## src/rtl/isa_pkg.sv

```systemverilog
// Shared ISA definitions for the fetch and decode stages.
// Contents: address/instruction widths, opcode map, fetch FSM state encoding.
package isa_pkg;

    localparam int PC_W    = 8;
    localparam int INSTR_W = 16;

    // Instruction format: [15:12] opcode, [11:10] rs, [9:8] rt, [7:6] rd / [7:0] imm
    localparam logic [3:0] OP_LW   = 4'd0;
    localparam logic [3:0] OP_SW   = 4'd1;
    localparam logic [3:0] OP_ADD  = 4'd2;
    localparam logic [3:0] OP_SUB  = 4'd3;
    localparam logic [3:0] OP_AND  = 4'd4;
    localparam logic [3:0] OP_OR   = 4'd5;
    localparam logic [3:0] OP_XOR  = 4'd6;
    localparam logic [3:0] OP_ADDI = 4'd7;
    localparam logic [3:0] OP_BEQ  = 4'd8;
    localparam logic [3:0] OP_BNE  = 4'd9;
    localparam logic [3:0] OP_JMP  = 4'd10;
    localparam logic [3:0] OP_SLL  = 4'd11;
    localparam logic [3:0] OP_SRL  = 4'd12;
    localparam logic [3:0] OP_CLR  = 4'd13;

    localparam int STATE_W = 1;
    localparam logic [STATE_W-1:0] S_FILL = 1'b0;
    localparam logic [STATE_W-1:0] S_RUN  = 1'b1;

endpackage

```

## src/rtl/instr_fetch_if.sv

```systemverilog
// Instruction-memory read port between the fetch stage and a synchronous RAM.
// Signals:
//   imem_addr  - read address (fetch -> memory)
//   imem_en    - read enable (fetch -> memory); memory holds rdata while low
//   imem_rdata - word for the address sampled at the previous enabled edge
// Modports: master = fetch stage, slave = memory.
interface instr_fetch_if #(
    parameter int PC_W    = isa_pkg::PC_W,
    parameter int INSTR_W = isa_pkg::INSTR_W
);
    logic [PC_W-1:0]    imem_addr;
    logic               imem_en;
    logic [INSTR_W-1:0] imem_rdata;

    modport master (output imem_addr, output imem_en, input  imem_rdata);
    modport slave  (input  imem_addr, input  imem_en, output imem_rdata);
endinterface

```

## src/rtl/fetch_fsm.sv

```systemverilog
// Fetch sequencing: state and next-PC logic.
// Ports:
//   clk, rst       - clock, synchronous active-high reset
//   stall          - hold request; freezes all state
//   branch_taken   - redirect request (overrides stall)
//   branch_target  - redirect address
//   fetch_pc       - address currently presented to the memory
//   pending_pc     - address of the word arriving on imem_rdata
//   load           - the data path captures imem_rdata this edge
//
// state  | meaning
// S_FILL | imem_rdata not yet valid for any address we want
// S_RUN  | imem_rdata holds mem[pending_pc]
module fetch_fsm #(
    parameter int PC_W = isa_pkg::PC_W
) (
    input  logic            clk,
    input  logic            rst,
    input  logic            stall,
    input  logic            branch_taken,
    input  logic [PC_W-1:0] branch_target,
    output logic [PC_W-1:0] fetch_pc,
    output logic [PC_W-1:0] pending_pc,
    output logic            load
);
    import isa_pkg::*;

    logic [STATE_W-1:0] state;

    always_ff @(posedge clk) begin
        if (rst) begin
            fetch_pc   <= '0;
            pending_pc <= '0;
            state      <= S_FILL;
        end else if (branch_taken) begin
            // The word already in flight belongs to the old stream; refill.
            fetch_pc <= branch_target;
            state    <= S_FILL;
        end else if (!stall) begin
            pending_pc <= fetch_pc;
            fetch_pc   <= fetch_pc + 1'b1;   // wraps modulo 2^PC_W
            state      <= S_RUN;
        end
    end

    assign load = (state == S_RUN) && !stall && !branch_taken;

endmodule

```

## src/rtl/instr_fetch.sv

```systemverilog
// Instruction fetch stage: drives a synchronous instruction memory and hands
// registered instruction words to the decoder, with stall and branch redirect.
// Ports:
//   clk, rst        - clock, synchronous active-high reset
//   stall           - downstream hold request
//   branch_taken    - redirect request; wins over stall
//   branch_target   - redirect address
//   imem            - instruction-memory read port (master side)
//   instr           - instruction word to the decoder, 0 when not valid
//   instr_valid     - instr holds a real instruction
//   pc_out          - address of the word in instr
//   fetch_count     - saturating count of delivered instructions
module instr_fetch #(
    parameter int PC_W    = isa_pkg::PC_W,
    parameter int INSTR_W = isa_pkg::INSTR_W
) (
    input  logic               clk,
    input  logic               rst,
    input  logic               stall,
    input  logic               branch_taken,
    input  logic [PC_W-1:0]    branch_target,
    instr_fetch_if.master      imem,
    output logic [INSTR_W-1:0] instr,
    output logic               instr_valid,
    output logic [PC_W-1:0]    pc_out,
    output logic [15:0]        fetch_count
);
    import isa_pkg::*;

    logic [PC_W-1:0] fetch_pc;
    logic [PC_W-1:0] pending_pc;
    logic            load;

    fetch_fsm #(.PC_W(PC_W)) u_fsm (
        .clk           (clk),
        .rst           (rst),
        .stall         (stall),
        .branch_taken  (branch_taken),
        .branch_target (branch_target),
        .fetch_pc      (fetch_pc),
        .pending_pc    (pending_pc),
        .load          (load)
    );

    // A redirect must sample the target even when stalled.
    assign imem.imem_addr = fetch_pc;
    assign imem.imem_en   = !stall || branch_taken;

    always_ff @(posedge clk) begin
        if (rst) begin
            instr       <= '0;
            instr_valid <= 1'b0;
            pc_out      <= '0;
            fetch_count <= '0;
        end else if (branch_taken) begin
            instr       <= '0;
            instr_valid <= 1'b0;
        end else if (load) begin
            instr       <= imem.imem_rdata;
            pc_out      <= pending_pc;
            instr_valid <= 1'b1;
            if (fetch_count != 16'hFFFF)
                fetch_count <= fetch_count + 16'd1;
        end
    end

endmodule

```

## src/flat_wrapper.sv

```systemverilog
// flat-port wrapper written by rule: the top's interface ports become plain ports
module instr_fetch_flat import isa_pkg::*;
#(
    parameter int PC_W    = isa_pkg::PC_W,
    parameter int INSTR_W = isa_pkg::INSTR_W
)
  (clk, rst, stall, branch_taken, branch_target, instr, instr_valid, pc_out, fetch_count, imem_imem_addr, imem_imem_en, imem_imem_rdata);
  instr_fetch_if #(.PC_W(PC_W), .INSTR_W(INSTR_W)) imem_i ();
  input  logic clk;
  input  logic rst;
  input  logic stall;
  input  logic branch_taken;
  input  logic [PC_W-1:0] branch_target;
  output logic [INSTR_W-1:0] instr;
  output logic instr_valid;
  output logic [PC_W-1:0] pc_out;
  output logic [15:0] fetch_count;
  output wire logic [$bits(imem_i.imem_addr)-1:0] imem_imem_addr;
  output wire logic [$bits(imem_i.imem_en)-1:0] imem_imem_en;
  input wire logic [$bits(imem_i.imem_rdata)-1:0] imem_imem_rdata;
  assign imem_imem_addr = imem_i.imem_addr;
  assign imem_imem_en = imem_i.imem_en;
  assign imem_i.imem_rdata = imem_imem_rdata;
  instr_fetch #(.PC_W(PC_W), .INSTR_W(INSTR_W)) u_core (.clk(clk), .rst(rst), .stall(stall), .branch_taken(branch_taken), .branch_target(branch_target), .imem(imem_i), .instr(instr), .instr_valid(instr_valid), .pc_out(pc_out), .fetch_count(fetch_count));
endmodule
```

## config.mk

```make
export PLATFORM = sky130hd
export DESIGN_NAME = instr_fetch_flat
export DESIGN_NICKNAME = d
export VERILOG_FILES = /design/src/rtl/isa_pkg.sv /design/src/rtl/instr_fetch_if.sv /design/src/rtl/fetch_fsm.sv /design/src/rtl/instr_fetch.sv /design/src/flat_wrapper.sv
export SDC_FILE = /design/constraint.sdc
export NUM_CORES = 1
export LEC_CHECK = 0
export ABC_AREA = 1
export ABC_CLOCK_PERIOD_IN_PS = 2800
export BUFFER_PORTS_ARGS = -buffer_cell sky130_fd_sc_hd__buf_2
export CAP_MARGIN = 40
export CELL_PAD_IN_SITES_DETAIL_PLACEMENT = 1
export CELL_PAD_IN_SITES_GLOBAL_PLACEMENT = 1
export CORE_AREA = 2 2 103 75
export DETAILED_ROUTE_END_ITERATION = 10
export DIE_AREA = 0 0 105 77
export PLACE_DENSITY_LB_ADDON = 0.1
export SYNTH_ARGS = -nofsm -noshare
export SYNTH_HDL_FRONTEND = slang
export SYNTH_SLANG_ARGS = --single-unit
```

## constraint.sdc

```tcl
create_clock -name clk -period 2.8 [get_ports clk]
set_clock_uncertainty 0.1 [all_clocks]
set_input_delay 0.28 -clock clk [delete_from_list [all_inputs] [get_ports clk]]
set_output_delay 0.28 -clock clk [all_outputs]
set_load 0.005 [all_outputs]
```

After elaboration in Yosys (flattened, before gate mapping) --
Cells that the tools add are included.
Cells by class: add/sub/neg operators 2, $mul 0, div/mod/pow operators 0, magnitude comparators 0, equal/unequal tests 2, shifts and indexed selects 0, multiplexer cells 2, bitwise gates (word level) 2, reductions and logical operators 9
Operator list (number):
- 16-bit by 1-bit adder with 16-bit output (second input constant) | 1
- 8-bit two-way mux | 2
- 16-bit inequality test (second input constant) | 1
- 8-bit by 1-bit adder with 8-bit output (second input constant) | 1
- 2-bit AND reduction | 2
- 3-bit AND reduction | 1
- 1-bit logical AND | 2
- 1-bit logical NOT | 2
- 2-bit by 1-bit inequality test with 1-bit output (second input constant) | 1
- 1-bit inverter | 2
- 2-bit OR reduction | 1
- 1-bit logical OR | 1
Storage, ports and cells: bits in registers 58, latch bits 0, RAM bits 0, ROM bits 0, input bits 28, output and inout port bits 50, memories kept 0

Longest topological paths before layout --
depth after elaboration 4, mapped depth 11, depth with buffers taken out 10

By module --
From an unflattened synthesis, not the netlist that was laid out.
Unflattened totals: cells, all modules 382, area, all modules 2691.3 µm²
By module, submodules not included:
- instr_fetch | instances 1, cells each 252, area each 1825.5 µm², seq. area each 820.8 µm²
- fetch_fsm | instances 1, cells each 130, area each 865.8 µm², seq. area each 340.3 µm²

Worst setup path after synthesis --
OpenSTA, ideal clock, no wires.
kind register -> register, start point reg u_core.fetch_count[0], end point reg u_core.fetch_count[13], setup time 0.070 ns, arrival time 1.400 ns, data required time 2.630 ns, path slack 1.230 ns, stages on the path, launching flop included 11, buffers on the path 1, clock period less this slack 1.570 ns, cells stage by stage dfxtp_1 -> ha_1 -> nand2_1 -> nor2_4 -> nand2_4 -> nor2_8 -> nand2_4 -> nand2_4 -> buf_12 -> nand2_2 -> a21oi_2
Between the ends: longest elaborated chain between the ends 2, elaborated cells on any way between the ends 3, classes of those cells 1 x add/sub; 1 x eq/ne; 1 x reduce/logical
RTL lines:
- start: declaration | RTL line instr_fetch.sv:26 | output logic [15:0] fetch_count
- start signal: assignment | RTL line instr_fetch.sv:63 | fetch_count <= fetch_count + 16'd1;
- parallel branches: the longest is 2 deep, another holds 16-bit by 1-bit adder with 16-bit output
Parallel ways; which one is timed is not known. A chain may end at the register's enable or synchronous reset.

Final worst setup path --
start point reg u_core.fetch_count[0], end point reg u_core.fetch_count[9]
The elaborated chain is that of the path after synthesis.

==> metrics <==
std cell rows=26; CP peak stage delay=420 ps; Rel. slew slack=between 50 and 60%; full die area=around 0.0081 mm^2; fin worst setup slack=about 950 ps; Initial DRC Count=86; Die Wd=between 100 and 150 um; CP most frequent cell=nand2_4; Total Power=about 1.8 mW; Ys Warns=0; Critical path buffers and inverters=0; Max Cap Violations=0; final WL=a little under 8000 um; syn avg cell area=7.181 um^2; CP Max Fanout=13; worst reg2reg path depth=9; Hold Crit Depth=3; die height=just under 80 um; RR Endpoint=u_core.fetch_count[9]$_SDFFE_PP0P_; crit share post-route=roughly 66%; hold_sp=branch_target[2]; asr flop ratio synth=0%; # port buffers=a little under 80; Startpoint Class=flop; Placeable Area=just over 0.007 mm^2; RSZ-0062 raised after global routing=no; final setup vio count=0; clk root buf=clkbuf_8; post-synthesis sequential area ratio=between 40 and 50%; maximum VDD drop=between 0.0002 and 0.00025 V; CTS resizes=0; count of cell types in the netlist=33; r2r setup slk=~950 ps; Layout Nets=488; hold path endpoint=u_core.u_fsm.fetch_pc[2]$_SDFFE_PP0P_; Static Leakage=about 1.5 nW; Cell Chain, Critical Path=ha_1 > nand2_1 > nor2_4 > nand2_4 > nor2_8 > nand2_4 > nand2_4 > nand2_1 > a21oi_1; initial antenna violation count=0; clock buffer depth=2; status=finished, final reports clean; Power Density=525.1 mW/mm^2; pre-CTS setup slack=between 900 and 1000 ps; total CTS buffers=9; global-route wire length before repair=approximately 14000 um; via-per-instance ratio=between 4 and 5; Layout area overhead=24.03%; cts hold-fix bufs=0; Max H-tree Level=3; Synth top area share=42.55%; Min Hold Slack=88.61 ps; fraction of layout cells with a size suffix above 1=roughly 27%; Placer Congestion=between 0.7 and 0.8; Final Slew Violations=0; Vias=around 2700; Clock Pin Slew Worst Setup and Hold Paths=~70 ps; launching point of the worst reg2reg path=u_core.fetch_count[0]$_SDFFE_PP0P_; CTS tree=built; Synth area leader=dfxtp_1; Most used DFF post-synth=dfxtp_1; Inserted Diodes=0; Post-CTS Setup Inserts=0; CP Capture Type=flop; Avg WL per Cell=13.96 um; Syn Inst Count=380; CP top delay family=simple AND/OR/NAND/NOR gates; Initial Util=between 30% and 40%; fin crit period=approximately 1800 ps; # IOs=78; Least-Margin Pin Slew=about 730 ps; FMAX=approximately 540 MHz; flops & latches, synth=58; Hold Crit Class=input port to flop; WP data required=between 2000 and 3000 ps; grt ovf=0; post-synth net total=410; data arrival time of the worst path=2010 ps; largest net degree at the start of global routing=26; Clk Latency, worst-skew pair=between 300 and 400 ps; Remaining DRCs=0; total track usage=between 20% and 30%; Detailed Place HPWL=5895 um; Hold Vio Cnt, Final=0; synth top area cells=dfxtp_1 (43%), nor2_1 (11%), nand2_1 (10%), o21ai_0 (6.6%), inv_1 (4.8%); final setup TNS=0 ps; ANT nets after route=0; Pre-antenna DRT Iters=4; EDFF count, synth=0; Syn Std Cell Area=approximately 0.0027 mm^2; Critical Path Slowest Stage Cell=dfxtp_1; number of global-route vias before repair=roughly 2700; CTS sink count=between 50 and 60; critical path class=flop to flop
==> metal layers <==
metal	up-vias	wire, um	GRT usage (%)
li1	1372	-	-
met1	1215	4141	30.96
met2	62	3158	30.26
met3	10	443	5.867
met4	0	89	5.600
met5	-	0	0
==> registers in the layout (all words and copies together) (netlist names) <==
name / count
u_core.u_fsm.fetch_pc: 8
u_core.instr: 16
u_core.instr_valid: 1
u_core.pc_out: 8
u_core.fetch_count: 16
u_core.u_fsm.pending_pc: 8
u_core.u_fsm.state: 1
==> worst min-delay path: stages <==
cell	delay (ps)
buf_2	80
a221oi_1	60
nor2_1	80
==> per-stage QoR <==
step                      cell area [um^2]  utilization (%)  cells
after detailed placement              3181            44.85    545
after global placement                3181            44.85    545
after CTS                             3385            47.72    561
after floorplan                       2729                -    380
after global routing                  3385            47.72    561
final                                 3385            47.72    561
==> synth_stat cells, drive strengths merged, types with 2 or more instances <==
cell type and count:
nor2 83, nand4 6, buf 8, nand3b 3, o2111ai 2, nand2 86
xor2 2, ha 2, o211ai 2, dfxtp 58, a21oi 20, nand3 20
inv 37, o21ai 37, clkbuf 7
==> kinds of logic (layout without fill, tap and decap cells) <==
kind of cell	Yosys count	after routing	synth area share, %
AO/OA/AOI/OAI	66	66	14.44
adder cells (fa/ha/maj)	2	2	0.9169
XOR/XNOR	3	3	0.9630
buffers and inverters	52	135	8.528
AND/OR/NAND/NOR	199	199	32.60
flip-flops	58	58	42.55
==> worst max path at each step <==
stage	startpoint	endpoint	slack [ps]	cells after the start
2_1_floorplan	u_core.fetch_count[0]$_SDFFE_PP0P_	u_core.fetch_count[13]$_SDFFE_PP0P_	1230	10
3_3_place_gp	branch_taken	u_core.fetch_count[0]$_SDFFE_PP0P_	1020	8
3_5_place_dp	branch_taken	u_core.fetch_count[1]$_SDFFE_PP0P_	940	8
4_1_cts	u_core.fetch_count[0]$_SDFFE_PP0P_	u_core.fetch_count[9]$_SDFFE_PP0P_	960	9
5_1_grt	u_core.fetch_count[0]$_SDFFE_PP0P_	u_core.fetch_count[9]$_SDFFE_PP0P_	780	9
6_report	u_core.fetch_count[0]$_SDFFE_PP0P_	u_core.fetch_count[9]$_SDFFE_PP0P_	950	9
==> power by group <==
part	switching, mW	internal (mW)
Sequential	0.0175	0.846
Clock	0.338	0.454
Combinational	0.0739	0.0474
==> placed cells by master (no fill, tap or decap), types with 2 or more instances in the layout <==
| cell type | Yosys | final |
|---|---|---|
| nand2_4 | 3 | 3 |
| o21ai_0 | 36 | 36 |
| buf_2 | 2 | 77 |
| nor2_4 | 3 | 3 |
| inv_2 | 2 | 2 |
| a21oi_1 | 10 | 10 |
| o211ai_1 | 2 | 2 |
| clkbuf_8 | 0 | 11 |
| o2111ai_1 | 2 | 2 |
| buf_4 | 3 | 5 |
| xor2_1 | 2 | 2 |
| nand4_1 | 6 | 6 |
| nor2_1 | 79 | 79 |
| ha_1 | 2 | 2 |
| nand3b_1 | 3 | 3 |
| nand2_1 | 76 | 76 |
| clkinv_2 | 0 | 3 |
| a21oi_2 | 10 | 10 |
| inv_1 | 35 | 35 |
| nand3_1 | 20 | 20 |
| dfxtp_1 | 58 | 58 |
| nand2_2 | 7 | 7 |
==> area by class of cell <==
class                           count  area (um^2)
Fill cell                         962         3707
Multi-Input combinational cell    270         1335
Sequential cell                    58         1161
Timing Repair Buffer               82        422.9
Clock buffer                       11        151.4
Inverter                           37        138.9
Tap cell                           98        122.6
Clock inverter                      5        52.55
(Power assumes the default switching activity.)
